[src/rtl/vi_mem_pkg.sv]
// vi_mem_pkg: shared types and default widths for the vi_core memory-port arbiter.
package vi_mem_pkg;
    localparam int VI_ADDR_W = 20;
    localparam int VI_LINE_W = 128;
    localparam int VI_WORD_W = 32;
    localparam int OFS_W     = 4;
    typedef enum logic [1:0] {IDLE, RD_WAIT, WR} state_t;
endpackage

[src/rtl/vi_mem_arb_pick.sv]
// vi_mem_arb_pick: fixed dcache priority, overridden when the fetch side is starving.
module vi_mem_arb_pick (
    input  logic ic_req,
    input  logic dc_req,
    input  logic starve,
    output logic pick_ic,
    output logic pick_dc
);
    always_comb begin
        pick_ic = ic_req && (!dc_req || starve);
        pick_dc = dc_req && !pick_ic;
    end
endmodule

[src/rtl/vi_mem_arbiter.sv]
// vi_mem_arbiter: shares the single memory port between icache refills and dcache
// refills/stores, one transaction outstanding, with starvation guard and reply timeout.
module vi_mem_arbiter
    import vi_mem_pkg::*;
#(
    parameter int ADDR_W     = VI_ADDR_W,
    parameter int LINE_W     = VI_LINE_W,
    parameter int WORD_W     = VI_WORD_W,
    parameter int STARVE_LIM = 4,
    parameter int TIMEOUT    = 64
) (
    input  logic              clk_i,
    input  logic              rst_i,
    input  logic              ic_req_i,
    input  logic [ADDR_W-1:0] ic_addr_i,
    output logic              ic_gnt_o,
    output logic              ic_ready_o,
    output logic [LINE_W-1:0] ic_data_o,
    input  logic              dc_req_i,
    input  logic              dc_we_i,
    input  logic              dc_byte_i,
    input  logic [ADDR_W-1:0] dc_addr_i,
    input  logic [WORD_W-1:0] dc_wdata_i,
    output logic              dc_gnt_o,
    output logic              dc_ready_o,
    output logic [LINE_W-1:0] dc_data_o,
    output logic              mem_read_o,
    output logic [ADDR_W-1:0] mem_read_addr_o,
    output logic              mem_write_enable_o,
    output logic              mem_write_byte_o,
    output logic [ADDR_W-1:0] mem_write_addr_o,
    output logic [WORD_W-1:0] mem_write_data_o,
    input  logic              mem_data_ready_i,
    input  logic [LINE_W-1:0] mem_data_i,
    input  logic [ADDR_W-1:0] mem_addr_i,
    output logic              err_o
);
    localparam int SW = $clog2(STARVE_LIM + 1);
    localparam int TW = $clog2(TIMEOUT + 1);
    state_t        state;
    logic [SW-1:0] streak;
    logic [TW-1:0] wait_cnt;
    logic          owner_ic;
    logic          pick_ic, pick_dc, hit, expired;
    logic          unused_bits;
    assign unused_bits = ^{ic_addr_i[OFS_W-1:0], mem_addr_i[OFS_W-1:0]};
    vi_mem_arb_pick u_pick (
        .ic_req  (ic_req_i),
        .dc_req  (dc_req_i),
        .starve  (ic_req_i && streak == SW'(STARVE_LIM)),
        .pick_ic (pick_ic),
        .pick_dc (pick_dc)
    );
    // Replies are matched on line address only; stale or foreign replies are dropped.
    assign hit     = mem_data_ready_i && mem_addr_i[ADDR_W-1:OFS_W] == mem_read_addr_o[ADDR_W-1:OFS_W];
    assign expired = wait_cnt == TW'(TIMEOUT - 1);
    always_ff @(posedge clk_i or posedge rst_i) begin
        if (rst_i) begin
            state              <= IDLE;
            streak             <= '0;
            wait_cnt           <= '0;
            owner_ic           <= 1'b0;
            ic_gnt_o           <= 1'b0;
            ic_ready_o         <= 1'b0;
            ic_data_o          <= '0;
            dc_gnt_o           <= 1'b0;
            dc_ready_o         <= 1'b0;
            dc_data_o          <= '0;
            mem_read_o         <= 1'b0;
            mem_read_addr_o    <= '0;
            mem_write_enable_o <= 1'b0;
            mem_write_byte_o   <= 1'b0;
            mem_write_addr_o   <= '0;
            mem_write_data_o   <= '0;
            err_o              <= 1'b0;
        end else begin
            ic_gnt_o           <= 1'b0;
            ic_ready_o         <= 1'b0;
            dc_gnt_o           <= 1'b0;
            dc_ready_o         <= 1'b0;
            mem_read_o         <= 1'b0;
            mem_write_enable_o <= 1'b0;
            err_o              <= 1'b0;
            if (!ic_req_i || (state == IDLE && pick_ic))
                streak <= '0;
            else if (state == IDLE && pick_dc && streak != SW'(STARVE_LIM))
                streak <= streak + 1'b1;
            case (state)
                IDLE: begin
                    wait_cnt <= '0;
                    if (pick_ic || (pick_dc && !dc_we_i)) begin
                        state           <= RD_WAIT;
                        owner_ic        <= pick_ic;
                        ic_gnt_o        <= pick_ic;
                        dc_gnt_o        <= pick_dc;
                        mem_read_o      <= 1'b1;
                        mem_read_addr_o <= {pick_ic ? ic_addr_i[ADDR_W-1:OFS_W] : dc_addr_i[ADDR_W-1:OFS_W], {OFS_W{1'b0}}};
                    end else if (pick_dc) begin
                        state              <= WR;
                        dc_gnt_o           <= 1'b1;
                        dc_ready_o         <= 1'b1;
                        mem_write_enable_o <= 1'b1;
                        mem_write_byte_o   <= dc_byte_i;
                        mem_write_addr_o   <= dc_addr_i;
                        mem_write_data_o   <= dc_wdata_i;
                    end
                end
                RD_WAIT: begin
                    wait_cnt <= wait_cnt + 1'b1;
                    if (hit || expired) begin
                        state <= IDLE;
                        err_o <= !hit;
                        if (owner_ic) begin
                            ic_ready_o <= 1'b1;
                            ic_data_o  <= hit ? mem_data_i : '0;
                        end else begin
                            dc_ready_o <= 1'b1;
                            dc_data_o  <= hit ? mem_data_i : '0;
                        end
                    end
                end
                default: state <= IDLE;
            endcase
        end
    end
endmodule

[config.mk]
export PLATFORM = sky130hd
export DESIGN_NAME = vi_mem_arbiter
export DESIGN_NICKNAME = d
export VERILOG_FILES = /design/src/rtl/vi_mem_pkg.sv /design/src/rtl/vi_mem_arb_pick.sv /design/src/rtl/vi_mem_arbiter.sv
export SDC_FILE = /design/constraint.sdc
export NUM_CORES = 1
export LEC_CHECK = 0
export ABC_AREA = 0
export ABC_CLOCK_PERIOD_IN_PS = 10900
export BUFFER_PORTS_ARGS = -buffer_cell sky130_fd_sc_hd__buf_2
export CAP_MARGIN = 20
export CELL_PAD_IN_SITES_DETAIL_PLACEMENT = 0
export CELL_PAD_IN_SITES_GLOBAL_PLACEMENT = 1
export CORE_AREA = 5 5 217 219
export CTS_CLUSTER_DIAMETER = 200
export DETAILED_ROUTE_END_ITERATION = 10
export DIE_AREA = 0 0 222 224
export PLACE_DENSITY = 0.79
export SLEW_MARGIN = 5
export SYNTH_ARGS = -nofsm -noshare
export SYNTH_HDL_FRONTEND = slang
export SYNTH_SLANG_ARGS = --single-unit
[constraint.sdc]
create_clock -name clk_i -period 10.9 [get_ports clk_i]
set_clock_uncertainty 0.05 [all_clocks]
set_input_delay 1.635 -clock clk_i [delete_from_list [all_inputs] [get_ports clk_i]]
set_output_delay 1.635 -clock clk_i [all_outputs]
set_load 0.05 [all_outputs]
==> summary.md <==
| Metric | Value |
|---|---|
| Multi-input gate area | `~4100 um2` |
| RSZ-0062 raised after global routing | `false` |
| PwrDens | `about 210 nW/um2` |
| Crit end category | `flip-flop` |
| Combinational share of power | `around a quarter` |
| Final Setup Violations | `0` |
| Clock power frac | `34.2%` |
| Post-cts hold buffer count | `0` |
| Hold depth | `1` |
| Post-CTS setup buffers | `0` |
| Die footprint | `about 50000 um2` |
| Netlist cell types | `43` |
| Post-Syn Instances | `909` |
| Total GRT Usage | `16.7%` |
| CP Capture Point | `ic_data_o[13]$_DFFE_PP0P_` |
| Worst slack at placement | `roughly 6.3 ns` |
| Crit path kind | `primary input to flip-flop` |
| Fmax | `0.243 GHz` |
| Ports | `563` |
| CTS buffer count | `38` |
| Nets@finish | `1646` |
| Root Driver | `clkbuf_16` |
| Post-CTS Resized | `0` |
| Max-cap violations | `0` |
| Slew margin rel. | `36.8%` |
| Synth Register Bits | `345` |
| Fill cell count | `roughly 4.3k` |
| Seq/Total Area, Yosys | `between 60% and 70%` |
| Syn_area_per_cell | `between 10 and 15 um2` |
| Synth area leaders | `dfrtp_1 64%, a32o_1 19%, mux2_2 2.9%` |
| CTS Buffer Depth | `3` |
| Setup TNS | `0 ns` |
| HPWL after detailed placement | `29700 um` |
| Switch Pwr | `1.31 mW` |
| Row count | `roughly 80` |
| Cell internal pwr | `about 2.5 mW` |
| Drt pass-1 iters | `5` |
| IO Port Bufs | `550` |
| Power share of the sequential group | `40.3%` |
| Post-synth ARST share | `between 90% and 100%` |
| DIE HEIGHT | `224 um` |
| Pins Over Slew Limit | `0` |
| Initial Utilization | `around 30%` |
| Worst slew pin tran | `0.948 ns` |
| Peak VDD IR | `0.236 mV` |
| Most frequent cells in the layout | `550 x buf_2, 345 x dfrtp_1, 256 x a32o_1, 41 x clkbuf_16, 34 x mux2_2` |
| Lkg Pwr | `9.27 nW` |
| CP startpoint kind | `primary input` |
| Total Routed Length | `43800 um` |
| Prevailing post-synth register cell | `dfrtp_1` |
| PnR worst setup slack | `6.78 ns` |
| Worst-Skew Late Latency | `0.53 ns` |
| CTS H-tree lvls | `2` |
| HP Class | `flip-flop to flip-flop` |
| Min Tclk post-route | `4.12 ns` |
| Largest net degree at the start of global routing | `173` |
| Synth-to-Final Area Change | `32.2%` |
| Worst reg-to-reg setup slack | `7.18 ns` |
| Initial antenna violation count | `3` |
| Via/cell ratio | `5.20` |
| Final period utilization | `37.8%` |
| Fin. Hold Viols | `0` |
| Antenna-violating nets left | `0` |
| First DRT Iteration DRCs | `approximately 920` |
| CTS tree | `built` |
| Number of flops mapped to enable cells by yosys | `0` |
| DIE WIDTH | `222 um` |
| Commonest non-fill, non-tap cell in the layout | `buf_2` |
| Status | `completed` |
| DRC | `0` |
| Total grt overflow | `0` |
| Clock slew at reported path FFs | `around 0.050 ns` |
| Synth Warn # | `0` |
| CP startpoint | `mem_addr_i[12]` |
| Clock Sinks | `345` |
| First-pass GRT wire length | `roughly 67000 um` |
| CP arrival | `4.52 ns` |
| Layout cells sized above 1 | `46.3%` |
| Worst Reg-to-Reg Cells | `6` |
| Sw frac | `34.8%` |
| Utilization after layout | `39.5%` |
| Routed wire length per instance | `21.4 um` |
| Worst reg2reg startpoint | `state[1]$_DFFE_PP0P_` |
| Routed vias | `approximately 11k` |
| CP Data Required Time | `11.30 ns` |
| Netlist Area Pre-Place | `13400 um2` |
| CP Max Fanout | `72` |
| Worst R2R End | `dc_data_o[12]$_DFFE_PP0P_` |
| Core area | `44900 um2` |
| Reg area | `approximately 8600 um2` |
| Post-synth top area share | `~64%` |
| Cell taking the most area after synthesis | `dfrtp_1` |
| Vias in the first global route | `roughly 11k` |
| Placer Congestion | `0.820` |
-- worst max-delay path: stages --
cell	delay, ns
buf_2	0.12
xor2_1	0.15
nor4_1	0.30
nand2_1	0.20
nor4_4	0.32
buf_4	0.59
buf_4	0.79
a32o_1	0.22
-- metrics by stage --
stage               instance area [um2]  cells  total power, mW  hold WS, ns
finish                            17700   2046             3.77        0.435
global route                      17700   2045             3.94        0.447
CTS                               17700   2044             3.82        0.440
detailed placement                16400   1976             2.51        0.420
global placement                  16400   1976             2.50        0.414
floorplan                         13400    912             2.23        0.414
-- Yosys cell counts, drive strengths merged, types with 2 or more instances --
master  instances
a21oi          21
a32o          256
and2            2
and3            3
and4b           2
buf            67
clkbuf         34
dfrtp         345
ha              3
inv             9
mux2           53
mux2i          17
nand2          16
nand2b          2
nand3           6
nand4           4
nor2           26
nor4            4
o21ai           8
o22ai           3
or2             2
xnor2           8
xor2            9
-- area by class of cell --
cell class              count  area share, %
diodes                      2         0.0282
clock buffers              61           6.83
clock inverters             7          0.381
inverters                   9          0.212
multi-input cells         457           23.4
flip-flops and latches    345           48.7
well taps                 600           4.24
repair buffers            565           16.2
-- routing by layer --
layer | vias to the layer above | part of all wire, % | GRT usage (%)
met2 | 558 | 48 | 27.0
met3 | 81 | 10 | 6.54
met1 | 5381 | 40 | 20.7
met5 | - | 0.030 | 0
li1 | 4626 | - | -
met4 | 2 | 2.8 | 5.55
-- how the worst min path moves through the flow --
stage	start	end	slack [ns]
final	mem_write_data_o[14]$_DFFE_PP0P_	mem_write_data_o[14]$_DFFE_PP0P_	0.43
after global routing	mem_write_data_o[8]$_DFFE_PP0P_	mem_write_data_o[8]$_DFFE_PP0P_	0.45
after CTS	mem_write_byte_o$_DFFE_PP0P_	mem_write_byte_o$_DFFE_PP0P_	0.44
after floorplan	wait_cnt[2]$_DFFE_PP0P_	wait_cnt[2]$_DFFE_PP0P_	0.41
after detailed placement	mem_write_byte_o$_DFFE_PP0P_	mem_write_byte_o$_DFFE_PP0P_	0.42
after global placement	mem_write_data_o[4]$_DFFE_PP0P_	mem_write_data_o[4]$_DFFE_PP0P_	0.41
-- sequential cells by signal (all words and copies together), names as in the netlist, 2 cells and up --
| name | count |
|---|---|
| streak | 3 |
| mem_write_addr_o | 20 |
| mem_write_data_o | 32 |
| dc_data_o | 128 |
| mem_read_addr_o | 16 |
| wait_cnt | 7 |
| state | 2 |
| ic_data_o | 128 |
-- logic make-up (layout without fill, tap and decap cells) --
| family | after synthesis | count (layout) | synth area share, % |
|---|---|---|---|
| DFF | 345 | 345 | 64.4 |
| AOI/OAI and AO/OA | 292 | 292 | 20.6 |
| buffers and inverters | 110 | 642 | 5.04 |
| and+or+nand+nor | 71 | 71 | 2.79 |
| muxes | 70 | 70 | 5.72 |
| xor gates and xnor gates | 17 | 17 | 1.11 |
| adders and majority gates | 3 | 3 | 0.280 |
| other | 1 | 6 | 0.0280 |
-- power by group through the flow --
stage	clock network (mW)	logic, mW	registers, mW
detailed placement	0	0.971	1.54
global placement	0	0.960	1.54
floorplan	0	0.238	1.99
global route	1.39	1.02	1.54
CTS	1.33	0.971	1.52
finish	1.29	0.961	1.52
Note: power is estimated with default switching activity, not from simulation.
